File: config.mk
export PLATFORM = sky130hd
export DESIGN_NAME = mac_tx_axis_arbiter
export DESIGN_NICKNAME = d
export VERILOG_FILES = /design/src/rtl/mac_tx_axis_arbiter.sv
export SDC_FILE = /design/constraint.sdc
export NUM_CORES = 1
export LEC_CHECK = 0
export BUFFER_PORTS_ARGS = -buffer_cell sky130_fd_sc_hd__buf_4
export CAP_MARGIN = 15
export CORE_AREA = 2 2 153 155
export DETAILED_ROUTE_END_ITERATION = 8
export DIE_AREA = 0 0 155 157
export PLACE_DENSITY_LB_ADDON = 0.08
export SETUP_SLACK_MARGIN = 0.02
export SYNTH_ARGS = -nofsm -noshare
export SYNTH_HDL_FRONTEND = slang
export SYNTH_SLANG_ARGS = --single-unit
File: constraint.sdc
create_clock -name i_clk -period 2.41 [get_ports i_clk]
set_input_delay 0.3615 -clock i_clk [delete_from_list [all_inputs] [get_ports i_clk]]
set_output_delay 0.3615 -clock i_clk [all_outputs]
set_load 0.01 [all_outputs]
File: src/rtl/mac_tx_axis_arbiter.sv
// mac_tx_axis_arbiter: packet-level N-channel AXI-Stream arbiter feeding one MAC TX port
// Ports:
//   i_clk, i_reset_n       clock, asynchronous active-low reset
//   s00_axis_*             N_CHANNELS packed AXIS slave channels (channel c at [c*W +: W])
//   m00_axis_*             merged AXIS master; tuser marks the forced-last beat of a truncated packet
//   o_grant                one-hot granted channel, zero while idle
//   o_truncate_count       saturating count of truncated packets
module mac_tx_axis_arbiter #(
    parameter int N_CHANNELS = 4,
    parameter int DATA_WIDTH = 64,
    parameter int ARB_MODE   = 0,
    parameter int MAX_BEATS  = 0
) (
    input  logic                               i_clk,
    input  logic                               i_reset_n,
    input  logic [N_CHANNELS*DATA_WIDTH-1:0]   s00_axis_tdata,
    input  logic [N_CHANNELS*DATA_WIDTH/8-1:0] s00_axis_tkeep,
    input  logic [N_CHANNELS-1:0]              s00_axis_tvalid,
    input  logic [N_CHANNELS-1:0]              s00_axis_tlast,
    output logic [N_CHANNELS-1:0]              s00_axis_tready,
    output logic [DATA_WIDTH-1:0]              m00_axis_tdata,
    output logic [DATA_WIDTH/8-1:0]            m00_axis_tkeep,
    output logic                               m00_axis_tvalid,
    output logic                               m00_axis_tlast,
    output logic                               m00_axis_tuser,
    input  logic                               m00_axis_tready,
    output logic [N_CHANNELS-1:0]              o_grant,
    output logic [15:0]                        o_truncate_count
);
    localparam int KW = DATA_WIDTH / 8;
    localparam int IW = $clog2(N_CHANNELS);

    typedef enum logic [1:0] {IDLE, PASS, DRAIN} state_t;

    state_t                state_q, state_d;
    logic [N_CHANNELS-1:0] grant_q, grant_d;
    logic [IW-1:0]         gidx_q, gidx_d, rr_q, rr_d, win_idx, cand, rr_next;
    logic [15:0]           beat_q, beat_d, trunc_q, trunc_d;
    logic                  win_ok, g_valid, g_last, pass, drain, hs, trunc_beat;

    // Search starts at the RR pointer in round-robin mode, at channel 0 in fixed-priority mode
    always_comb begin
        win_idx = '0;
        win_ok  = 1'b0;
        cand    = '0;
        for (int k = 0; k < N_CHANNELS; k++) begin
            cand = (ARB_MODE != 0) ? IW'(k) : IW'((int'(rr_q) + k) % N_CHANNELS);
            if (!win_ok && s00_axis_tvalid[cand]) begin
                win_idx = cand;
                win_ok  = 1'b1;
            end
        end
    end

    assign pass       = state_q == PASS;
    assign drain      = state_q == DRAIN;
    assign g_valid    = s00_axis_tvalid[gidx_q];
    assign g_last     = s00_axis_tlast[gidx_q];
    assign hs         = pass && g_valid && m00_axis_tready;
    // A source ending exactly on the limit beat is a normal end, not a truncation
    assign trunc_beat = (MAX_BEATS != 0) && (beat_q == 16'(MAX_BEATS - 1)) && !g_last;
    assign rr_next    = (gidx_q == IW'(N_CHANNELS - 1)) ? '0 : gidx_q + 1'b1;

    assign m00_axis_tdata   = s00_axis_tdata[int'(gidx_q)*DATA_WIDTH +: DATA_WIDTH];
    assign m00_axis_tkeep   = s00_axis_tkeep[int'(gidx_q)*KW +: KW];
    assign m00_axis_tvalid  = pass && g_valid;
    assign m00_axis_tlast   = pass && (g_last || trunc_beat);
    assign m00_axis_tuser   = pass && trunc_beat;
    assign s00_axis_tready  = grant_q & {N_CHANNELS{(pass && m00_axis_tready) || drain}};
    assign o_grant          = grant_q;
    assign o_truncate_count = trunc_q;

    always_comb begin
        state_d = state_q;
        grant_d = grant_q;
        gidx_d  = gidx_q;
        rr_d    = rr_q;
        beat_d  = beat_q;
        trunc_d = trunc_q;
        if (state_q == IDLE) begin
            if (win_ok) begin
                state_d = PASS;
                grant_d = {{(N_CHANNELS-1){1'b0}}, 1'b1} << win_idx;
                gidx_d  = win_idx;
                beat_d  = '0;
            end
        end else if (pass) begin
            if (hs) begin
                beat_d = beat_q + 16'd1;
                if (g_last || trunc_beat) begin
                    rr_d    = rr_next;
                    state_d = trunc_beat ? DRAIN : IDLE;
                    grant_d = trunc_beat ? grant_q : '0;
                    trunc_d = !trunc_beat ? trunc_q : (trunc_q == 16'hFFFF) ? trunc_q : trunc_q + 16'd1;
                end
            end
        end else if (g_valid && g_last) begin
            state_d = IDLE;
            grant_d = '0;
        end
    end

    always_ff @(posedge i_clk or negedge i_reset_n) begin
        if (!i_reset_n) begin
            state_q <= IDLE;
            grant_q <= '0;
            gidx_q  <= '0;
            rr_q    <= '0;
            beat_q  <= '0;
            trunc_q <= '0;
        end else begin
            state_q <= state_d;
            grant_q <= grant_d;
            gidx_q  <= gidx_d;
            rr_q    <= rr_d;
            beat_q  <= beat_d;
            trunc_q <= trunc_d;
        end
    end
endmodule

# Word level (Yosys, flattened, before mapping)
# Cells that the tools add are included.
[op_classes]
multipliers = 0
n_shift = 3
order_cmp = 5
n_bitwise = 2
n_reduce_logical = 17
add_sub_neg = 4
n_mux = 33
n_eq_ne = 6
div = 0
[op_table]
columns = ["op", "count"]
rows = [
  ["$shiftx 256x9->64", 1],
  ["$shiftx 32x6->8", 1],
  ["$mux 4", 6],
  ["$mux 2", 11],
  ["$lt 2x3->1 const B", 5],
  ["$bmux 1 s2", 6],
  ["$mux 1", 10],
  ["$logic_and 1x1->1", 8],
  ["$reduce_and 4->1", 2],
  ["$add 2x1->2 const B", 2],
  ["$add 2x2->2 const B", 2],
  ["$and 4x4->4", 1],
  ["$eq 2x2->1 const B", 2],
  ["$shl 1x2->4 const A", 1],
  ["$logic_not 1->1", 3],
  ["$ne 3x1->1 const B", 1],
  ["$ne 3x2->1 const B", 1],
  ["$reduce_bool 3->1", 1],
  ["$eq 2x1->1 const B", 1],
  ["$logic_not 2->1", 1],
  ["$ne 2x2->1 const B", 1],
  ["$reduce_and 2->1", 1],
  ["$logic_or 1x1->1", 1],
  ["$not 1->1", 1],
]
[word_totals]
ff_bits = 10
latchBits = 0
rom_bits = 0
wordCells = 74
n_memories = 0
out_inout_bits = 99
inputBits = 299
mem_bits_rw = 0

# Logic depth before layout (Yosys ltp)
[logic_depth]
word_depth = 15
ltp_mapped = 5

# Worst setup path after synthesis
# OpenSTA, ideal clock, no wires.
[synth_path]
kind = "flip-flop to output port"
from = "register gidx_q[0]"
to = "output port m00_axis_tdata[10]"
path_buffers = 3
arrival_time_ns = 1.460
setup_slack_ns = 0.588
stages_incl_launch_ff = 5
required_ns = 2.049
cell_sequence = "dfrtp_1 > buf_6 > buf_2 > buf_4 > mux4_2"
[synth_between]
elab_chain_cells = 1
[synth_rtl]
columns = ["item", "line_no", "source"]
rows = [
  ["start: declaration", "37", "logic [IW-1:0] gidx_q, gidx_d, rr_q, rr_d, win_idx, cand, rr_next;"],
  ["start signal: assignment", "114", "gidx_q <= gidx_d;"],
  ["$shiftx 256x9->64", "64", "assign m00_axis_tdata = s00_axis_tdata[int'(gidx_q)*DATA_WIDTH +: DATA_WIDTH];"],
  ["end: declaration", "21", "output logic [DATA_WIDTH-1:0] m00_axis_tdata,"],
]
# Every way passes these cells.

# Worst setup path in the final report
[layout_path]
from = "register gidx_q[1]"
to = "output port m00_axis_tdata[4]"
# Same word-level chain as after synthesis.

==> results.md <==
* Total Power at 0.00458 W
* Latest clock arrival within the worst-skew pair at 0.23 ns
* TritonCTS clock tree: done
* Max VDD drop at 954 uV
* Worst-Margin Slew at 0.732 ns
* PwrDens at 815 nW/um^2
* Commonest non-fill, non-tap cell in the layout: buf_4
* Relative slew slack at 50.9%
* Total of max-cap violations at 0
* Placed cell count at 810
* Fill cell count at 2437
* Multi-input gate area at 1990 um^2
* Critical path type: reg -> out
* Yosys reg bits at 9
* Core Footprint at 22500 um^2
* Top Ports at 398
* Die Width at 155 um
* Critical-path cell list: buf_12 -> mux4_2 -> buf_4
* Post-synth EDFFs at 0
* Met3 wire len at 1040 um
* Final period util at 90.0%
* Max Buffers Root-to-Sink at 2
* Slew Limit Fails at 0
* DRC at 0
* Initial antenna violation count at 2
* Netlist cell types at 36
* RR Startpoint: gidx_q[1]$_DFFE_PN0P_
* Worst path slowest cell: dfrtp_4
* Layout cells sized above 1 at 88.3%
* Hpwl dp at 14400 um
* Worst setup EP type: primary output
* Max stage delay on crit path at 0.75 ns
* Via/cell ratio at 3.93
* Rows at 55
* Clk root buf: clkbuf_16
* Worst r2r dst: o_grant[3]$_DFFE_PN0P_
* Worst Skew at 0.00238 ns
* Via count at 3210
* Synth Flop Type: dfrtp_1
* Clock power frac at 6.4%
* Async SR Flop Fraction at 100%
* DR iter-0 viols at 106
* Leak at 2.66 nW
* Outcome: finished clean
* Synth Instances at 158
* Sum Neg Setup Slack at 0 ns
* Post_cts resized at 0
* Final setup viols at 0
* Number of global-route vias before repair at 3354
* Clock sink total at 9
* Inserted Clock Buffers at 3
* Final hold vios at 0
* Drt total wl at 16300 um
* Met1 WL at 5990 um
* Metal2 WL at 9240 um
* Largest net degree at the start of global routing at 42
* First drt pass iteration count at 4
* Overflow after GRT at 0
* Worst Path Required at 2.05 ns
* Die Ht at 157 um
* Min Hold Slack at 0.493 ns
* Sequential area share after synthesis at 9.41%
* Synth Warn # at 0
* GRT Util Overall at 12.1%
* Minimum clock period at 2.17 ns
* Area growth, synth to finish at 135%
* Buf+Inv Stages, Crit Path at 2
* Initial Util at 10.6%
* WP depth at 3
* PortBufs at 380
* Switching power at 0.00179 W
* Nets at 831
* DRT antenna net count at 0
* Worst EP arrival at 1.81 ns
* Startpoint Class: flip-flop
* Fmax at 461 MHz
* CTS clock-pin slew for the worst setup and hold paths at 0.04 ns
* Syn_area_per_cell at 15.1 um^2
* Mapped Area at 2390 um^2
* Worst min-delay path category: in -> async
* Seq pwr share at 8.9%
* Die area at 24300 um^2
* Reg2Reg Setup Slack at 0.59 ns
* CP delay by family, top: flip-flops
* RSZ-0062 raised after global routing: no
* Most frequent cells in the layout: buf_4, mux4_2, conb_1
* Total area of sequential cells at 233 um^2
* Reg2reg path depth at 4
* RD Place Congestion at 0.854
* Non-filler instance count after layout at 817
* H-tree level count at 1
* Combinational share of power at 84.7%
* Avg WL per Cell at 20.0 um
* First-pass GRT wire length at 22100 um
* Switching Fraction at 39.2%
* Top layer reached by signal wires: met4
* CP Max Fanout at 33
* Int Power at 0.00278 W
## Yosys cell counts, drive strengths merged, types with 2 or more instances
library cell	instances	share of area, %
inv	4	0.63
mux2	2	0.94
dfrtp	9	9.4
and3	4	1.0
nand2	2	0.31
and2	3	0.89
a22o	2	0.73
nor2	3	0.47
mux4	74	70
buf	34	9.5
## cells by family after synthesis
| kind of cell | after synthesis | share of synthesized area (%) |
|---|---|---|
| AO/OA/AOI/OAI | 13 | 4.08 |
| adder cells (fa/ha/maj) | 1 | 0.523 |
| buffers and inverters | 38 | 10.1 |
| flip-flops | 9 | 9.41 |
| multiplexers | 77 | 71.0 |
| other | 1 | 0.157 |
| AND/OR/NAND/NOR | 19 | 4.71 |
## worst max path at each step
stage | start | slack (ns) | endpoint
finish | gidx_q[1]$_DFFE_PN0P_ | 0.24 | m00_axis_tdata[4]
global route | gidx_q[0]$_DFFE_PN0P_ | 0.14 | m00_axis_tdata[21]
CTS | gidx_q[1]$_DFFE_PN0P_ | 0.18 | m00_axis_tdata[4]
detailed placement | gidx_q[1]$_DFFE_PN0P_ | 0.43 | m00_axis_tdata[4]
global placement | gidx_q[1]$_DFFE_PN0P_ | 0.45 | m00_axis_tdata[4]
floorplan | gidx_q[0]$_DFFE_PN0P_ | 0.59 | m00_axis_tdata[10]
## power groups by stage
stage	registers [W]	logic, W	clock network, W
3_5_place_dp	0.000425	0.00395	0
6_report	0.000409	0.00388	0.000291
3_3_place_gp	0.000415	0.00396	0
4_1_cts	0.000422	0.00397	0.000295
5_1_grt	0.000435	0.00415	0.000304
2_1_floorplan	0.000270	0.00235	0
## state kept, by name, summed over array words and instances (netlist names)
| name | cells |
|---|---|
| gidx_q | 2 |
| o_grant | 4 |
| rr_q | 2 |
| state_q | 1 |
## what timing repair did
action / CTS / global route
hold buffers: 1 / 0
hold endpoints to repair: 9 / 0
setup buffers: 0 / 0
## metrics by stage
stage          instance area (um^2)  setup slack (ns)  utilization (%)
6_report                       5610             0.240             24.9
5_1_grt                        5610             0.137             24.9
4_1_cts                        5610             0.183             24.9
3_5_place_dp                   5520             0.427             24.5
3_3_place_gp                   5520             0.446             24.5
2_1_floorplan                  2450             0.588                -
## layer usage
metal / GRT usage [%] / up-vias
met5: 0 / -
met4: 1.68 / 0
met3: 1.98 / 8
met2: 23.6 / 165
met1: 14.2 / 1610
li1: - / 1427
## worst reg2reg max path, cell delays in order, from the launching register on
cell,delay (ns)
dfrtp_4,0.75
mux4_2,0.33
nand4_2,0.19
and2_4,0.21
a22o_1,0.22
## layout make-up
cell class / instances / area share, %
well taps: 285 / 6.35
clock buffers: 4 / 1.40
repair buffers: 386 / 52.4
flip-flops and latches: 9 / 4.15
diodes: 2 / 0.0892
multi-input cells: 127 / 35.4
inverters: 4 / 0.268
No activity file was read; power rests on OpenSTA's default activity.
